$ cat src/rtl/spram_bank_arbiter.sv
// spram_bank_arbiter: two-requester round-robin arbiter and zero-initialiser for a banked single-port RAM array.
// Latency: grant and array access are combinational in the request cycle; read data returns one cycle after the grant.
// Backpressure: requests are held until granted; no grants during the zero sweep, nor to another bank while a read returns.
module spram_bank_arbiter #(
    parameter  int AWIDTH = 12,
    parameter  int DWIDTH = 9,
    parameter  int NBANKS = 2,
    localparam int IWIDTH = (NBANKS > 1) ? $clog2(NBANKS) : 1
) (
    input  logic              clock0,
    input  logic              rst_n,
    input  logic              clr_start,
    output logic              init_done,

    input  logic              a_req,
    input  logic              a_we,
    input  logic [IWIDTH-1:0] a_id,
    input  logic [AWIDTH-1:0] a_addr,
    input  logic [DWIDTH-1:0] a_wdata,
    output logic              a_gnt,
    output logic              a_rvalid,
    output logic [DWIDTH-1:0] a_rdata,

    input  logic              b_req,
    input  logic              b_we,
    input  logic [IWIDTH-1:0] b_id,
    input  logic [AWIDTH-1:0] b_addr,
    input  logic [DWIDTH-1:0] b_wdata,
    output logic              b_gnt,
    output logic              b_rvalid,
    output logic [DWIDTH-1:0] b_rdata,

    output logic              mem_rce,
    output logic [AWIDTH-1:0] mem_ra,
    output logic              mem_wce,
    output logic [AWIDTH-1:0] mem_wa,
    output logic [DWIDTH-1:0] mem_wd,
    output logic [IWIDTH-1:0] mem_id,
    input  logic [DWIDTH-1:0] mem_rq
);

    typedef enum logic {
        ST_CLEAR = 1'b0,
        ST_ARB   = 1'b1
    } state_e;

    localparam logic [IWIDTH-1:0] BANK_LAST = IWIDTH'(NBANKS - 1);

    state_e            state_q,    state_d;
    logic [IWIDTH-1:0] clr_bank_q, clr_bank_d;
    logic [AWIDTH-1:0] clr_addr_q, clr_addr_d;
    logic              last_b_q,   last_b_d;    // 1: B won the most recent grant
    logic              a_rvalid_q, a_rvalid_d;
    logic              b_rvalid_q, b_rvalid_d;
    logic [IWIDTH-1:0] rd_id_q,    rd_id_d;     // bank of the read whose data returns this cycle

    logic rd_pend;
    logic a_ok;
    logic b_ok;
    logic arb_a;
    logic arb_b;
    logic clr_stall;

    // The array muxes its registered read data by mem_id, so while a read
    // returns only an access to the same bank may be issued alongside it.
    assign rd_pend = a_rvalid_q | b_rvalid_q;
    assign a_ok    = a_req & (~rd_pend | (a_id == rd_id_q));
    assign b_ok    = b_req & (~rd_pend | (b_id == rd_id_q));

    // On a conflict the requester that did not win last time goes first.
    assign arb_a   = a_ok & (~b_ok | last_b_q);
    assign arb_b   = b_ok & ~arb_a;

    // A read granted in the same cycle as clr_start may return on another
    // bank than the sweep is at; hold the sweep write for that one cycle.
    assign clr_stall = rd_pend & (rd_id_q != clr_bank_q);

    assign init_done = (state_q == ST_ARB);
    assign a_rvalid  = a_rvalid_q;
    assign b_rvalid  = b_rvalid_q;
    assign a_rdata   = a_rvalid_q ? mem_rq : '0;
    assign b_rdata   = b_rvalid_q ? mem_rq : '0;

    // State, sweep counters, round-robin pointer and read-return tracking.
    always_ff @(posedge clock0 or negedge rst_n) begin
        if (!rst_n) begin
            state_q    <= ST_CLEAR;
            clr_bank_q <= '0;
            clr_addr_q <= '0;
            last_b_q   <= 1'b1;
            a_rvalid_q <= 1'b0;
            b_rvalid_q <= 1'b0;
            rd_id_q    <= '0;
        end else begin
            state_q    <= state_d;
            clr_bank_q <= clr_bank_d;
            clr_addr_q <= clr_addr_d;
            last_b_q   <= last_b_d;
            a_rvalid_q <= a_rvalid_d;
            b_rvalid_q <= b_rvalid_d;
            rd_id_q    <= rd_id_d;
        end
    end

    // Next state: sweep advance and exit, clr_start restart, grant bookkeeping.
    always_comb begin
        state_d    = state_q;
        clr_bank_d = clr_bank_q;
        clr_addr_d = clr_addr_q;
        last_b_d   = last_b_q;
        a_rvalid_d = a_gnt & ~a_we;
        b_rvalid_d = b_gnt & ~b_we;
        rd_id_d    = rd_id_q;

        if (a_gnt & ~a_we) begin
            rd_id_d = a_id;
        end else if (b_gnt & ~b_we) begin
            rd_id_d = b_id;
        end

        if (a_gnt) begin
            last_b_d = 1'b0;
        end else if (b_gnt) begin
            last_b_d = 1'b1;
        end

        case (state_q)
            ST_CLEAR: begin
                if (clr_start) begin
                    clr_bank_d = '0;
                    clr_addr_d = '0;
                end else if (!clr_stall) begin
                    clr_addr_d = clr_addr_q + AWIDTH'(1);
                    if (clr_addr_q == '1) begin
                        if (clr_bank_q == BANK_LAST) begin
                            state_d    = ST_ARB;
                            clr_bank_d = '0;
                        end else begin
                            clr_bank_d = clr_bank_q + IWIDTH'(1);
                        end
                    end
                end
            end
            ST_ARB: begin
                if (clr_start) begin
                    state_d    = ST_CLEAR;
                    clr_bank_d = '0;
                    clr_addr_d = '0;
                end
            end
            default: begin
                state_d = ST_CLEAR;
            end
        endcase
    end

    // Outputs: sweep writes in CLEAR, granted access in ARB, all quiet in reset.
    always_comb begin
        a_gnt   = 1'b0;
        b_gnt   = 1'b0;
        mem_rce = 1'b0;
        mem_ra  = '0;
        mem_wce = 1'b0;
        mem_wa  = '0;
        mem_wd  = '0;
        mem_id  = rd_id_q;

        if (rst_n) begin
            case (state_q)
                ST_CLEAR: begin
                    if (!clr_stall) begin
                        mem_wce = 1'b1;
                        mem_wa  = clr_addr_q;
                        mem_id  = clr_bank_q;
                    end
                end
                ST_ARB: begin
                    a_gnt = arb_a;
                    b_gnt = arb_b;
                    if (arb_a) begin
                        mem_id = a_id;
                        if (a_we) begin
                            mem_wce = 1'b1;
                            mem_wa  = a_addr;
                            mem_wd  = a_wdata;
                        end else begin
                            mem_rce = 1'b1;
                            mem_ra  = a_addr;
                        end
                    end else if (arb_b) begin
                        mem_id = b_id;
                        if (b_we) begin
                            mem_wce = 1'b1;
                            mem_wa  = b_addr;
                            mem_wd  = b_wdata;
                        end else begin
                            mem_rce = 1'b1;
                            mem_ra  = b_addr;
                        end
                    end
                end
                default: begin
                    a_gnt = 1'b0;
                end
            endcase
        end
    end

endmodule

$ cat config.mk
export PLATFORM = sky130hd
export DESIGN_NAME = spram_bank_arbiter
export DESIGN_NICKNAME = d
export VERILOG_FILES = /design/src/rtl/spram_bank_arbiter.sv
export SDC_FILE = /design/constraint.sdc
export NUM_CORES = 1
export LEC_CHECK = 0
export ABC_AREA = 1
export ABC_CLOCK_PERIOD_IN_PS = 2790
export BUFFER_PORTS_ARGS = -buffer_cell sky130_fd_sc_hd__buf_2
export CAP_MARGIN = 10
export CELL_PAD_IN_SITES_DETAIL_PLACEMENT = 1
export CELL_PAD_IN_SITES_GLOBAL_PLACEMENT = 1
export CORE_MARGIN = 3
export CORE_UTILIZATION = 31
export DETAILED_ROUTE_END_ITERATION = 6
export GPL_TIMING_DRIVEN = 0
export PLACE_DENSITY_LB_ADDON = 0.1
export SKIP_CTS_REPAIR_TIMING = 1
export SYNTH_ARGS = -nofsm -noshare
export SYNTH_HDL_FRONTEND = slang
export SYNTH_SLANG_ARGS = --single-unit
$ cat constraint.sdc
create_clock -name clock0 -period 2.79 [get_ports clock0]
set_clock_uncertainty 0.15 [all_clocks]
set_input_delay 0.4185 -clock clock0 [delete_from_list [all_inputs] [get_ports clock0]]
set_output_delay 0.4185 -clock clock0 [all_outputs]
set_load 0.1 [all_outputs]
# Yosys cells after proc, flatten, opt, wreduce, memory -nomap -nowiden
# Index checks and enable logic that the tools add are counted.
[word_totals] elab_cells=100 output_inout_bits=59 ff_bits=18
[op_classes] muxes=63 eq_ne=7 n_reduce_logical=4 addsub=2 bitwise_logic=17
[op_table] operator="12-bit 2-to-1 mux" n=15
[op_table] operator="9-bit 2-to-1 mux" n=8
[op_table] operator="12-bit one-hot mux with 2 select lines" n=2
[op_table] operator="1-bit 2-to-1 mux" n=34
[op_table] operator="12-bit by 1-bit adder with 12-bit output, second input constant" n=1
[op_table] operator="12-bit == test, second input constant" n=1
[op_table] operator="1-bit one-hot mux with 2 select lines" n=4
[op_table] operator="1-bit bitwise AND" n=7
[op_table] operator="3-bit != test, second input constant" n=2
[op_table] operator="1-bit NOT" n=6
[op_table] operator="1-bit bitwise OR" n=4
[op_table] operator="2-bit nonzero test" n=2
[op_table] operator="3-bit AND reduction" n=1
[op_table] operator="1-bit == test" n=2
[op_table] operator="2-bit != test, second input constant" n=1
[op_table] operator="2-bit AND reduction" n=1
[op_table] operator="1-bit adder, second input constant" n=1
[op_table] operator="1-bit != test" n=1

# Longest topological paths before layout
[logic_depth] ltp_word=14 depth_mapped=13

# Worst setup path after synthesis
# OpenSTA, ideal clock, no wires.
[synth_timing] path_type="flip-flop to output port" startpoint="register a_rvalid_q, in the netlist a_rvalid" endpoint="output port mem_id" stages_incl_launch_ff=11 required_ns=2.222 n_path_buf=2 arrival_time_ns=3.302 path_slack_ns=-1.080 cell_sequence="dfrtp_1 buf_6 inv_4 nand2_8 nand3_4 nand3_4 nand2_8 buf_6 nand3_1 nand3_1 a21oi_1"
[synth_between] elab_chain_cells=13 word_cells_on_any_way=17 classes_between="mux: 5; bitwise: 12"
[synth_lines] item="start, declared" line_no="53" rtl="logic a_rvalid_q, a_rvalid_d;"
[synth_lines] item="start signal, assigned" line_no="99" rtl="a_rvalid_q <= a_rvalid_d;"
[synth_lines] item="1-bit bitwise OR *" line_no="66" rtl="assign rd_pend = a_rvalid_q | b_rvalid_q;"
[synth_lines] item="1-bit NOT" line_no="67, 68"
[synth_lines] item="1-bit bitwise OR" line_no="68" rtl="assign b_ok = b_req & (~rd_pend | (b_id == rd_id_q));"
[synth_lines] item="1-bit bitwise AND" line_no="68"
[synth_lines] item="1-bit NOT" line_no="71" rtl="assign arb_a = a_ok & (~b_ok | last_b_q);"
[synth_lines] item="1-bit bitwise OR" line_no="71"
[synth_lines] item="1-bit bitwise AND" line_no="71"
[synth_lines] item="1-bit NOT" line_no="72" rtl="assign arb_b = b_ok & ~arb_a;"
[synth_lines] item="1-bit bitwise AND" line_no="72"
[synth_lines] item="1-bit 2-to-1 mux" line_no="190" rtl="end else if (arb_b) begin"
[synth_lines] item="1-bit 2-to-1 mux" line_no="180" rtl="if (arb_a) begin"
[synth_lines] item="1-bit one-hot mux with 2 select lines *" line_no="169" rtl="case (state_q)"
[synth_lines] item="1-bit 2-to-1 mux *" line_no="168" rtl="if (rst_n) begin"
[synth_lines] item="end, declared" line_no="38" rtl="output logic [IWIDTH-1:0] mem_id,"
# Mark *: on every way between the ends. The rest lies on a longest branch, timed or not.

# Worst setup path in the final report
[layout_timing] startpoint="register a_rvalid_q, in the netlist a_rvalid" endpoint="output port mem_wd[3]"
[layout_between] elab_chain_cells=13 word_cells_on_any_way=15 classes_between="mux: 4; bitwise: 11"
[layout_lines] item="1-bit bitwise OR *" line_no="66"
[layout_lines] item="1-bit NOT *" line_no="67, 68"
[layout_lines] item="1-bit bitwise OR" line_no="68"
[layout_lines] item="1-bit bitwise AND" line_no="68"
[layout_lines] item="1-bit NOT" line_no="71"
[layout_lines] item="1-bit bitwise OR" line_no="71"
[layout_lines] item="1-bit bitwise AND" line_no="71"
[layout_lines] item="1-bit NOT" line_no="72"
[layout_lines] item="1-bit bitwise AND" line_no="72"
[layout_lines] item="9-bit 2-to-1 mux" line_no="190"
[layout_lines] item="9-bit 2-to-1 mux *" line_no="180"
[layout_lines] item="9-bit 2-to-1 mux *" line_no="169"
[layout_lines] item="9-bit 2-to-1 mux *" line_no="168"
[layout_lines] item="end, declared" line_no="37" rtl="output logic [DWIDTH-1:0] mem_wd,"
# Marked as above.

==> impl_metrics.toml <==
[pwr]
p_int_mw = 0.480
p_per_area_mw_per_mm2 = 220
p_total_mw = 0.752
p_sw_mw = 0.272
p_seq_share_pct = 36.4
p_comb_share_pct = 33.2
vdd_drop_max_v = 0.000144
pwr-share-clk_pct = 30.3
switching_share_pct = 36.1
p_leak_nw = 1.79

[sta]
fin_ws_ns = 0.115
fin_crit_sh_pct = 95.9
setup_viol = 0
hold_ws_ns = 0.283
fin_crit_ns = 2.68
slew_viol_final = 0
hold_violations = 0
tightest_slew_ns = 1.24
fmax_mhz = 374
slew_headroom_pct = 17.6

[grt]
antenna_found_initial = 0
grt_max_degree = 20
grt_usage_pct = 20.3
grt_pass1_vias = 2653
overflow = 0
grt_pass1_wl_mm = 12.8

[floorplanning]
die_y_microns = 89.1
dieArea_sq_mm = 0.00794
core_sq_mm = 0.00653
ioPinCount = 119
start_util_pct = 32.8
rows = 29
die_w_microns = 89.1

[yosys]
yosys.area.top_type = "nand2_1"
synth_seq_cells = 18
synth_xor_area_share_pct = 1.64
ys_warn_count = 0
yosys.area_share.adder_pct = 0.584
synth_flop_cell = "dfrtp_1"
synth_simple_gate_area_share_pct = 46.3
syn_area_sq_mm = 0.00214
yosysSeqAreaShare_pct = 21.1
synth_mux_area_share_pct = 0
syn_area_per_cell_sq_um = 6.10
synth_top_family_by_area = "simple AND/OR/NAND/NOR gates"
synth_edf_count = 0
async_flop_share_pct = 100
synth_cell_types = 40
synth_compound_area_share_pct = 15.8
synth.top_cells.by_area = "nand2_1 (26%), dfrtp_1 (20%), inv_1 (7.0%)"
syn-instance-count = 351
syn-num-nets = 412
synth.top_cell.area_share_pct = 25.8

[run_status]
status = "completed"

[cells_and_area]
drive_gt1_share_pct = 43.7
area_growth_pct = 59.4
utilization_pct = 52.2
fillers = 891
fin_cells = 553
multi_input_area_sq_mm = 0.00166
layout.nets = 538
diodes = 0
regArea_sq_um = 455

[worst_setup_path]
crit_family = "simple AND/OR/NAND/NOR gates"
cp_slowest_cell = "dfrtp_2"
crit_chain = "buf_6 -> inv_4 -> nand2_8 -> nand3_4 -> nand3_4 -> nand2_8 -> nand2_4 -> nor2_8 -> nand2_1 -> a21oi_4 -> buf_4"
critical_path_class = "flip-flop to output pin"
end_kind = "output pin"
critPathBufInv = 3
worst-path-max-fanout = 10
cpPeakStageDelay_ns = 0.41
critPathLaunchType = "flip-flop"
r2r_slack_ns = 0.83
arrival_ns = 2.11
cp.required_ns = 2.22

[clock_tree]
cts_root_buffer = "clkbuf_8"
clk_pin_slew_ns = 0.08
cts_buffer_depth = 2
cts_made_buffers = 3
cts_tree = "done"
clock_latency_ns = 0.26
clock_sinks = 18
cts_htree_levels = 1

[route]
viasPerCell = 4.96
wl_per_cell_microns = 15.1
drcViolationCount = 0
drtPass1Iterations = 4
antenna_left = 0
drt_iter0_drc = 57
drt_wl_total_mm = 8.32
vias = 2745

[placement]
port_buffers = 118
dp.cells = 546
dp_slack_ns = -0.440
gp_congestion = 0.840
dpl.hpwl_mm = 6.67

[run]
maxCapViolations = 0

[worst_hold_path]
holdCritPathClass = "input port to flip-flop"
## per-stage QoR
stage / area, sq um / setup TNS, ns
floorplan: 2410 / 0
global placement: 3100 / -5.70
detailed placement: 3100 / -7.03
CTS: 3160 / -7.18
global route: 3410 / -0.0563
finish: 3410 / 0
## power by group through the flow
stage	clock network [mW]	logic (mW)	registers (mW)
global placement	0	0.233	0.279
global route	0.242	0.274	0.275
detailed placement	0	0.239	0.279
finish	0.228	0.250	0.274
CTS	0.234	0.239	0.274
floorplan	0	0.151	0.277
## cell usage after synthesis, drive strengths merged, types with 2 or more instances
cell type	instances
a21oi	23
xor2	2
inv	47
nand3	19
clkbuf	9
dfrtp	17
nor2	14
nor3	3
nand2	161
buf	7
a31oi	14
o22ai	3
o21ai	19
xnor2	2
nand4	4
## layout make-up
cell class | instances | share of cell area, %
inverter | 48 | 5.68
timing repair buffer | 120 | 24.2
buffer | 16 | 3.74
sequential | 18 | 13.3
multi-input combinational | 270 | 48.6
clock buffer | 4 | 1.61
tap | 77 | 2.82
## layout by cell type, fill, tap and decap left out, drive strengths merged, types with 4 or more instances in the layout
cell type	count
nor2	15
o21ai	19
nand3	19
inv	47
dfrtp	17
nand4	4
a21oi	23
a31oi	14
buf	120
clkbuf	18
nand2	161
## sequential cells by signal, summed over array words and instances (netlist names)
| signal | count |
|---|---|
| rd_id_q | 1 |
| clr_addr_q | 12 |
| clr_bank_q | 1 |
| b_rvalid | 1 |
| init_done | 1 |
| a_rvalid | 1 |
| last_b_q | 1 |
## per-layer routing
metal  wire (microns)  share of wire, %  global-route usage, %
met3              386               4.6                   2.03
met4               29              0.35                   2.44
met2             4360                52                   37.4
met5                0                 0                      0
met1             3540                43                   26.1
## cell families (layout without fill, tap and decap cells)
kind of cell               after synthesis  in the layout
xor gates and xnor gates                 4              4
DFF                                     18             18
and+or+nand+nor                        203            204
adders and majority gates                1              1
AOI/OAI and AO/OA                       61             61
buffers and inverters                   64            188
## worst reg2reg max path, cell delays in order (launching register included)
cell and delay [ns]:
dfrtp_1 0.44, ha_1 0.27, nand4_1 0.17, nor2_1 0.20, nand2_1 0.13, nor2_1 0.26, nand4_1 0.12, nand2_1 0.08
nor2_1 0.04
## path summary, 6_finish.rpt
check / cells after the start / from / end
max: 11 / a_rvalid$_DFF_PN0_ / mem_wd[3]
max reg2reg: 8 / clr_addr_q[0]$_DFFE_PN0P_ / clr_bank_q$_DFFE_PN0P_
min reg2reg: 2 / last_b_q$_DFFE_PN1P_ / last_b_q$_DFFE_PN1P_
max in group asynchronous: 2 / rst_n / b_rvalid$_DFF_PN0_
min in group asynchronous: 2 / rst_n / last_b_q$_DFFE_PN1P_
min: 2 / clr_start / clr_addr_q[11]$_DFFE_PN0P_
Power figures use the tool's default switching activity.
